===== config.mk =====
export PLATFORM = sky130hd
export DESIGN_NAME = fifo_mux_rr
export DESIGN_NICKNAME = d
export VERILOG_FILES = /design/src/rtl/fifo_pkg.sv /design/src/rtl/fifo_chan.sv /design/src/rtl/fifo_mux_rr.sv
export SDC_FILE = /design/constraint.sdc
export NUM_CORES = 1
export LEC_CHECK = 0
export BUFFER_PORTS_ARGS = -buffer_cell sky130_fd_sc_hd__buf_2
export CAP_MARGIN = 5
export CORE_AREA = 2 2 174 125
export DETAILED_ROUTE_END_ITERATION = 16
export DIE_AREA = 0 0 176 127
export PLACE_DENSITY = 0.58
export SLEW_MARGIN = 20
export SYNTH_ARGS = -nofsm -noshare
export SYNTH_HDL_FRONTEND = slang
export SYNTH_SLANG_ARGS = --single-unit

===== constraint.sdc =====
create_clock -name clk -period 4.2 [get_ports clk]
set_clock_uncertainty 0.15 [all_clocks]
set_input_delay 0.42 -clock clk [delete_from_list [all_inputs] [get_ports clk]]
set_output_delay 0.42 -clock clk [all_outputs]
set_load 0.005 [all_outputs]

===== src/rtl/fifo_pkg.sv =====
// Shared width helpers and round-robin pointer arithmetic for fifo_mux_rr.
package fifo_pkg;

    // Ceiling log2, valid for v >= 1 (returns 0 for v == 1).
    function automatic int clog2(input int v);
        int r;
        r = 0;
        while ((1 << r) < v) r++;
        return r;
    endfunction

    // Occupancy counter width: must hold 0..L inclusive.
    function automatic int cw_of(input int l);
        return clog2(l + 1);
    endfunction

    // Channel id width, never narrower than one bit.
    function automatic int iw_of(input int n);
        return (n > 1) ? clog2(n) : 1;
    endfunction

    // Priority pointer after serving channel g: the next channel in cyclic order.
    function automatic int rr_next(input int g, input int n);
        return (g + 1 >= n) ? 0 : g + 1;
    endfunction

endpackage


===== src/rtl/fifo_chan.sv =====
// One input channel: circular buffer of L words with occupancy count.
// FIFO_BYPASS_EN: an empty channel with a pending write presents that word
// as its head so it can leave in the same cycle without touching storage.
module fifo_chan
    import fifo_pkg::*;
#(
    parameter int DW = 8,
    parameter int L  = 4,
    parameter int CW = 3
) (
    input  logic          clk,
    input  logic          rst,
    input  logic [DW-1:0] d_in,
    input  logic          req_in,
    output logic          ack_in,
    output logic [DW-1:0] head,
    output logic          head_vld,
    input  logic          rd,
    output logic [CW-1:0] cnt
);

    localparam int PW = clog2(L);

    logic [DW-1:0] mem_q [L];
    logic [DW-1:0] mem_d [L];
    logic [PW-1:0] wp_q, wp_d, rp_q, rp_d;
    logic [CW-1:0] cnt_q, cnt_d;
    logic          full, empty, wr, rd_mem, byp_take;

    // Full is judged on the registered count only, so a read this cycle
    // does not open ack_in until the next one.
    assign full   = (cnt_q == CW'(L));
    assign empty  = (cnt_q == '0);
    assign ack_in = ~full;
    assign cnt    = cnt_q;

`ifdef FIFO_BYPASS_EN
    // A word accepted straight through while empty is never stored.
    assign byp_take = rd & empty;
    assign head_vld = ~empty | req_in;
    assign head     = empty ? d_in : mem_q[rp_q];
`else
    assign byp_take = 1'b0;
    assign head_vld = ~empty;
    assign head     = mem_q[rp_q];
`endif

    assign wr     = req_in & ~full & ~byp_take;
    assign rd_mem = rd & ~empty;

    // Next-state for storage, pointers and count; write and read are independent.
    always_comb begin
        mem_d = mem_q;
        wp_d  = wp_q;
        rp_d  = rp_q;
        cnt_d = cnt_q;
        if (wr) begin
            mem_d[wp_q] = d_in;
            wp_d        = (wp_q == PW'(L - 1)) ? '0 : wp_q + 1'b1;
        end
        if (rd_mem) begin
            rp_d = (rp_q == PW'(L - 1)) ? '0 : rp_q + 1'b1;
        end
        case ({wr, rd_mem})
            2'b10:   cnt_d = cnt_q + 1'b1;
            2'b01:   cnt_d = cnt_q - 1'b1;
            default: cnt_d = cnt_q;
        endcase
    end

    // Pointer and count registers; reset drops any buffered words.
    always_ff @(posedge clk) begin
        if (rst) begin
            wp_q  <= '0;
            rp_q  <= '0;
            cnt_q <= '0;
        end else begin
            wp_q  <= wp_d;
            rp_q  <= rp_d;
            cnt_q <= cnt_d;
        end
    end

    // Storage array, deliberately left out of reset.
    always_ff @(posedge clk) begin
        mem_q <= mem_d;
    end

endmodule


===== src/rtl/fifo_mux_rr.sv =====
// fifo_mux_rr: NCH req/ack FIFO channels merged onto one stream by a
// round-robin arbiter. A stalled output locks the grant until accepted.
// Optional macro FIFO_BYPASS_EN enables zero-cycle pass-through for empty
// channels; without it the minimum in->out latency is one cycle.
module fifo_mux_rr
    import fifo_pkg::*;
#(
    parameter  int DW  = 8,
    parameter  int L   = 4,
    parameter  int NCH = 4,
    localparam int CW  = cw_of(L),
    localparam int IW  = iw_of(NCH)
) (
    input  logic              clk,
    input  logic              rst,
    input  logic [NCH*DW-1:0] d_in,
    input  logic [NCH-1:0]    req_in,
    output logic [NCH-1:0]    ack_in,
    output logic [DW-1:0]     d_out,
    output logic [IW-1:0]     ch_out,
    output logic              req_out,
    input  logic              ack_out,
    output logic [NCH*CW-1:0] cnt
);

    logic [NCH-1:0][DW-1:0] head;
    logic [NCH-1:0]         head_vld;
    logic [NCH-1:0]         rd;

    logic [IW-1:0] rr_q, rr_d;
    logic [IW-1:0] lch_q, lch_d;
    logic          lock_q, lock_d;
    logic [IW-1:0] gnt, idx;
    logic          found, xfer;

    for (genvar c = 0; c < NCH; c++) begin : g_chan
        fifo_chan #(
            .DW (DW),
            .L  (L),
            .CW (CW)
        ) u_chan (
            .clk      (clk),
            .rst      (rst),
            .d_in     (d_in[c*DW +: DW]),
            .req_in   (req_in[c]),
            .ack_in   (ack_in[c]),
            .head     (head[c]),
            .head_vld (head_vld[c]),
            .rd       (rd[c]),
            .cnt      (cnt[c*CW +: CW])
        );
    end

    // Grant: the held channel while locked, else first valid channel from rr.
    always_comb begin
        found = 1'b0;
        gnt   = '0;
        idx   = '0;
        if (lock_q) begin
            gnt   = lch_q;
            found = head_vld[lch_q];
        end else begin
            for (int i = 0; i < NCH; i++) begin
                idx = IW'((int'(rr_q) + i) % NCH);
                if (!found && head_vld[idx]) begin
                    found = 1'b1;
                    gnt   = idx;
                end
            end
        end
    end

    assign req_out = found;
    assign d_out   = found ? head[gnt] : '0;
    assign ch_out  = found ? gnt : '0;
    assign xfer    = found & ack_out;

    // Pop strobe to the granted channel on an output transfer.
    always_comb begin
        rd = '0;
        if (xfer) rd[gnt] = 1'b1;
    end

    // Priority pointer advances past the served channel; lock tracks stalls.
    always_comb begin
        rr_d   = xfer ? IW'(rr_next(int'(gnt), NCH)) : rr_q;
        lock_d = found & ~ack_out;
        lch_d  = lock_d ? gnt : lch_q;
    end

    // Arbiter state registers.
    always_ff @(posedge clk) begin
        if (rst) begin
            rr_q   <= '0;
            lock_q <= 1'b0;
            lch_q  <= '0;
        end else begin
            rr_q   <= rr_d;
            lock_q <= lock_d;
            lch_q  <= lch_d;
        end
    end

endmodule


Word-level counts from Yosys, hierarchy flattened --
Cells that the tools add are included.
Operators by class: equality and inequality tests 20, add/sub/neg operators 20, bitwise gates (word level) 27, reduce and logical (&&, ||, !) cells 19, mux-type cells 67, magnitude comparators 20
Operators with widths (count):
- 32-bit bitwise mux | 4
- 8-bit two-way mux | 14
- 8-bit binary-select mux with 2-bit select | 5
- 8-bit demux with 2-bit select | 4
- 2-bit two-way mux | 15
- 3-bit greater-or-equal comparator (second input constant) | 9
- 2-bit equality test (second input constant) | 12
- 2-bit NOT with 3-bit output | 8
- 3-bit case mux with 2 select lines | 4
- 2-bit by 1-bit adder with 2-bit output (second input constant) | 9
- 2-bit by 3-bit less-than comparator with 1-bit output (second input constant) | 6
- 1-bit two-way mux | 14
- 3-bit by 1-bit adder with 3-bit output (second input constant) | 4
- 3-bit equality test (second input constant) | 4
- 3-bit logical NOT | 4
- 3-bit by 1-bit less-than comparator with 1-bit output (second input constant) | 4
- 3-bit by 1-bit subtractor with 3-bit output (second input constant) | 4
- 1-bit bitwise AND | 10
- 1-bit binary-select mux with 2-bit select | 5
- 1-bit NOT | 9
- 2-bit by 1-bit equality test with 1-bit output (second input constant) | 4
- 1-bit logical AND | 8
- 2-bit nonzero test | 4
- 2-bit adder (second input constant) | 2
- other kinds (5) | 7
Storage, ports and cells: input bits 39, register bits after elaboration 161, word-level logic and storage cells 204

Depth between registers and ports, before layout --
depth in word-level cells 26, mapped depth 16

Modules after synthesis --
A second synthesis with hierarchy kept.
Unflattened totals: cells, all modules 512, area total of the unflattened synthesis 7534.7 um^2
By module, submodules not included:
- fifo_chan | area each 1605.3 um^2, instances 4, seq. area each 1101.1 um^2, cells an instance 92
- fifo_mux_rr | area each 1113.6 um^2, instances 1, seq. area each 100.1 um^2, cells an instance 144

Least setup slack after synthesis --
No wires, ideal clock.
kind register -> register, start reg g_chan[2].u_chan.cnt_q[0], end reg g_chan[3].u_chan.cnt_q[2], clock period less this slack 3.653 ns, path slack 0.547 ns, arrival time 3.432 ns, cell stages (with the launch flop) 16, library setup time 0.070 ns, buffers on the path 1, cell sequence dfxtp_1 or3_1 a2111oi_2 a211oi_1 nand2_2 buf_4 ha_1 nand2_1 or3_1 inv_1 ha_1 inv_1 fa_1 xor2_1 or3_1 a21oi_1
Between the ends: word-level cells in the longest chain between the ends 26, elaborated cells on any way between the ends 43, classes of those cells order compare (2); eq/ne (2); mux (27); bitwise (3); reduce/logical (9)
Ends and longest elaborated chain:
- start: declaration | line fifo_chan.sv:27 | logic [CW-1:0] cnt_q, cnt_d;
- start signal: assignment | line fifo_chan.sv:80 | cnt_q <= cnt_d;
- 3-bit logical NOT * | line fifo_chan.sv:33 | assign empty = (cnt_q == '0);
- 1-bit NOT * | line fifo_chan.sv:44 | assign head_vld = ~empty;
- 1-bit binary-select mux with 2-bit select | line fifo_mux_rr.sv:65 | if (!found && head_vld[idx]) begin
- 1-bit two-way mux (implied by the code) | line fifo_mux_rr.sv:65
- 1-bit two-way mux | line fifo_mux_rr.sv:65
- 1-bit two-way mux | line fifo_mux_rr.sv:59 | if (lock_q) begin
- 1-bit logical NOT | line fifo_mux_rr.sv:65
- 1-bit logical AND | line fifo_mux_rr.sv:65
- [... 11 more ...]
- 1-bit logical AND (implied by the code) | line fifo_mux_rr.sv:81 | if (xfer) rd[gnt] = 1'b1;
- 1-bit two-way mux (implied by the code) | line fifo_mux_rr.sv:81
- 1-bit demux with 2-bit select | line fifo_mux_rr.sv:81
- 4-bit two-way mux * | line fifo_mux_rr.sv:81
- 1-bit bitwise AND * | line fifo_chan.sv:49 | assign rd_mem = rd & ~empty;
- net g_chan[3].u_chan.rd_mem | line fifo_chan.sv:28 | logic full, empty, wr, rd_mem, byp_take;
- 2-bit by 1-bit equality test with 1-bit output or 2-bit equality test (tied branches) | line fifo_chan.sv:64 | case ({wr, rd_mem})
- 3-bit case mux with 2 select lines or 2-bit nonzero test (tied branches)
- end signal: assignment | line fifo_chan.sv:80
- end: declaration | line fifo_chan.sv:27
The timed path passes the listed nets; every way through them passes the cells marked *. The select of a mux whose other input is x is not followed. A chain may end at the register's enable or synchronous reset.

Final worst setup path --
Same ends and word-level chain as after synthesis.

==> results.cfg <==
[layout]
area_delta_synth_final_pct = 16.4
fillers = 1881
drive_above_1_share_pct = 28.2
multi_input_area_sq_mm = 0.00244
n_antenna_cell = 0
fin_util_pct = 40.5
postLayoutCellArea_sq_mm = 0.00832
finalNetCount = 590
seqCellArea_sq_mm = 0.00450

[setup_path]
path_buf_inv = 3
slowest_stage = nor3_1
critical_path_class = flop to flop
regToRegEndpoint = g_chan[3].u_chan.cnt[2]$_SDFFE_PP0P_
crit_chain = nor3_1 -> and3_1 -> o21ai_1 -> a21boi_1 -> inv_1 -> ha_1 -> nand2_1 -> or3_1 -> inv_1 -> ha_1 -> inv_1 -> fa_1 -> xor2_1 -> or3_1 -> a21oi_1
crit_fanout = 5
critPathLaunchType = flop
end_kind = flop
cp.required_ns = 4.39
reg2reg_slack_ns = 0.45
critPathMaxStageDelay_ns = 0.63
crit_top_cell = inv_1
r2r_cells = 15
r2r_start = g_chan[2].u_chan.cnt[0]$_SDFFE_PP0P_
cp_top_family = simple AND/OR/NAND/NOR gates
arrival_ns = 3.94

[power]
clkPwrFrac_pct = 27.5
power.switching_uw = 2000
p_sw_share_pct = 36.3
p_int_uw = 3520
combPwrFrac_pct = 34.5
leakagePower_uw = 0.00298
vdd_drop_max_mv = 0.406
seq_power_share_pct = 38.0
p_per_area_mw_per_mm2 = 664

[status]
status = finished, final reports clean

[detailed_routing]
drt-pass1-iter-count = 4
drc = 0
via_per_inst = 5.00
routed_wl_um = 15100
detail_route.wl_per_cell_um = 18.6
first_iter_violations = 328
ant_nets = 0
route.vias.total = 4056

[yosys]
async_flop_share_pct = 0
ys.flop_type = edfxtp_1
synth_edf_count = 128
synthTopCellsByCount = edfxtp_1, dfxtp_1, mux4_2
synth_warnings = 0
synth_most_common_cell = edfxtp_1
synth_top_area_cell = edfxtp_1
avgSynthCellArea_sq_um = 15.6
synthesis.nets = 525
synth_top_area_share_pct = 53.8
yosysSeqAreaShare_pct = 63.0
ys_ff_latch = 161
synth.distinct_cells = 50
synth.area.top_cells = edfxtp_1, mux4_2, dfxtp_1, ha_1, mux2i_1
syn_inst = 457
syn_area_sq_mm = 0.00714

[place]
placed_area_sq_mm = 0.00773
place_ws_ns = 0.462
port_buffers = 65
gp_congestion = 0.823
dpl.hpwl_um = 10800

[clock_network]
htreeDepth = 4
postCtsSetupRepairBufs = 0
root_buffer = clkbuf_16
cts_resized = 0
clk_pin_slew_ns = 0.07
clk_latency_ns = 0.42
clk_path_buf_depth = 2
cts_sinks = 161
cts_buffers = 17
cts_tree = yes
hold_buffers = 0

[hold_path]
min_path_type = input pin to flop
min_to = g_chan[2].u_chan.mem_q[7]$_DFFE_PP_
holdPathStages = 1
min_from = d_in[23]

[sta]
fin_crit_sh_pct = 89.3
finalSetupTns_ns = 0
period_minus_slack_ns = 3.75
drv_slew = 0
fmax_mhz = 267
relSlewSlack_pct = 51.2
final-hold-violation-count = 0
fin_ws_ns = 0.451
setup_viol = 0
tightest_slew_ns = 0.726
rsz0062_at_grt = false

[floorplanning]
dieArea_sq_mm = 0.0224
die_y_um = 127
die_x_um = 176
core_area_sq_mm = 0.0205
start_util_pct = 34.8
row_count = 44
num_io_pins = 66

[flow_run]
maxCapViolCount = 0

[grt]
grt_pass1_wl_um = 23100
grt_overflow = 0
grt_pass1_vias = 4123
grt_max_degree = 38
antenna_found_initial = 0
grt_usage_pct = 14.0
[stage by stage]
step | hold WS, ns | total power, uW | instances
detailed placement | 0.388 | 4050 | 779
global route | 0.0458 | 5830 | 811
floorplan | 0.349 | 3390 | 457
finish | 0.0588 | 5520 | 811
CTS | 0.0421 | 5570 | 811
global placement | 0.360 | 4000 | 779
[worst max-delay path by stage]
| stage | startpoint | endpoint | slack, ns | cells after the start |
|---|---|---|---|---|
| finish | g_chan[2].u_chan.cnt[0]$_SDFFE_PP0P_ | g_chan[3].u_chan.cnt[2]$_SDFFE_PP0P_ | 0.45 | 15 |
| global route | g_chan[1].u_chan.cnt[0]$_SDFFE_PP0P_ | g_chan[3].u_chan.cnt[2]$_SDFFE_PP0P_ | 0.13 | 15 |
| CTS | g_chan[1].u_chan.cnt[0]$_SDFFE_PP0P_ | g_chan[3].u_chan.cnt[2]$_SDFFE_PP0P_ | 0.44 | 15 |
| detailed placement | g_chan[1].u_chan.cnt[0]$_SDFFE_PP0P_ | g_chan[3].u_chan.cnt[2]$_SDFFE_PP0P_ | 0.46 | 15 |
| global placement | g_chan[1].u_chan.cnt[0]$_SDFFE_PP0P_ | g_chan[3].u_chan.cnt[2]$_SDFFE_PP0P_ | 0.60 | 15 |
| floorplan | g_chan[2].u_chan.cnt[0]$_SDFFE_PP0P_ | g_chan[3].u_chan.cnt[2]$_SDFFE_PP0P_ | 0.55 | 15 |
[placed cells by master (no fill, tap or decap), types with 4 or more instances in the layout]
cell type,synthesis,final
edfxtp_1,128,128
buf_2,2,65
dfxtp_1,33,33
mux4_2,32,32
nor2_1,28,28
inv_1,27,27
ha_1,25,25
mux2i_1,22,22
and3_1,17,17
clkbuf_16,0,17
a21oi_1,16,16
nor3_1,13,13
nand2_1,8,8
or3_1,8,8
o22ai_1,8,8
xor2_1,8,8
nor2b_1,7,7
mux2_2,6,6
nand2b_1,5,5
o21ai_0,5,5
a211oi_1,4,4
nand3_1,4,4
fa_1,4,4
inv_8,0,4
clkinv_8,0,4
[worst reg2reg max path, stage by stage (launching register included)]
cell,delay (ns)
dfxtp_1,0.35
nor3_1,0.63
and3_1,0.27
o21ai_1,0.11
a21boi_1,0.20
inv_1,0.08
ha_1,0.14
nand2_1,0.04
or3_1,0.38
inv_1,0.10
ha_1,0.19
inv_1,0.06
fa_1,0.37
xor2_1,0.16
or3_1,0.30
a21oi_1,0.15
[cells by family (layout without fill, tap and decap cells)]
logic type | count (synthesis) | in the layout | share of synthesized area (%)
adders and majority gates | 29 | 29 | 5.50
xor gates and xnor gates | 8 | 8 | 0.981
and+or+nand+nor | 102 | 102 | 8.14
muxes | 61 | 61 | 14.3
AOI/OAI and AO/OA | 48 | 48 | 5.15
buffers and inverters | 48 | 126 | 2.85
DFF | 161 | 161 | 63.0
[power groups by stage]
| stage | logic (uW) | registers [uW] | clock network, uW |
|---|---|---|---|
| after global placement | 1890 | 2110 | 0 |
| final | 1910 | 2100 | 1520 |
| after floorplan | 1360 | 2020 | 0 |
| after global routing | 2090 | 2130 | 1610 |
| after detailed placement | 1920 | 2130 | 0 |
| after CTS | 1920 | 2100 | 1550 |
[area by class of cell]
type | count | area share, %
inverter | 28 | 1.29
clock buffer | 17 | 5.12
tap | 276 | 4.15
timing repair buffer | 66 | 4.00
multi-input combinational | 248 | 29.3
sequential | 161 | 54.2
clock inverter | 15 | 1.99
[state kept, by name, indices dropped and copies added, names as in the netlist]
register and flops:
g_chan.u_chan.rp_q 8, g_chan.u_chan.mem_q 128, g_chan.u_chan.cnt 12, lch_q 2
lock_q 1, g_chan.u_chan.wp_q 8, rr_q 2
[metal layers]
metal	track usage (%)	part of all wire [%]	up-vias	routed length [um]
met5	0	0	-	0
met4	3.45	0.60	0	91
met3	3.84	5.8	11	867
met2	21.3	44	98	6650
met1	19.9	50	2054	7460
li1	-	-	1893	-
No activity file was read; power rests on OpenSTA's default activity.
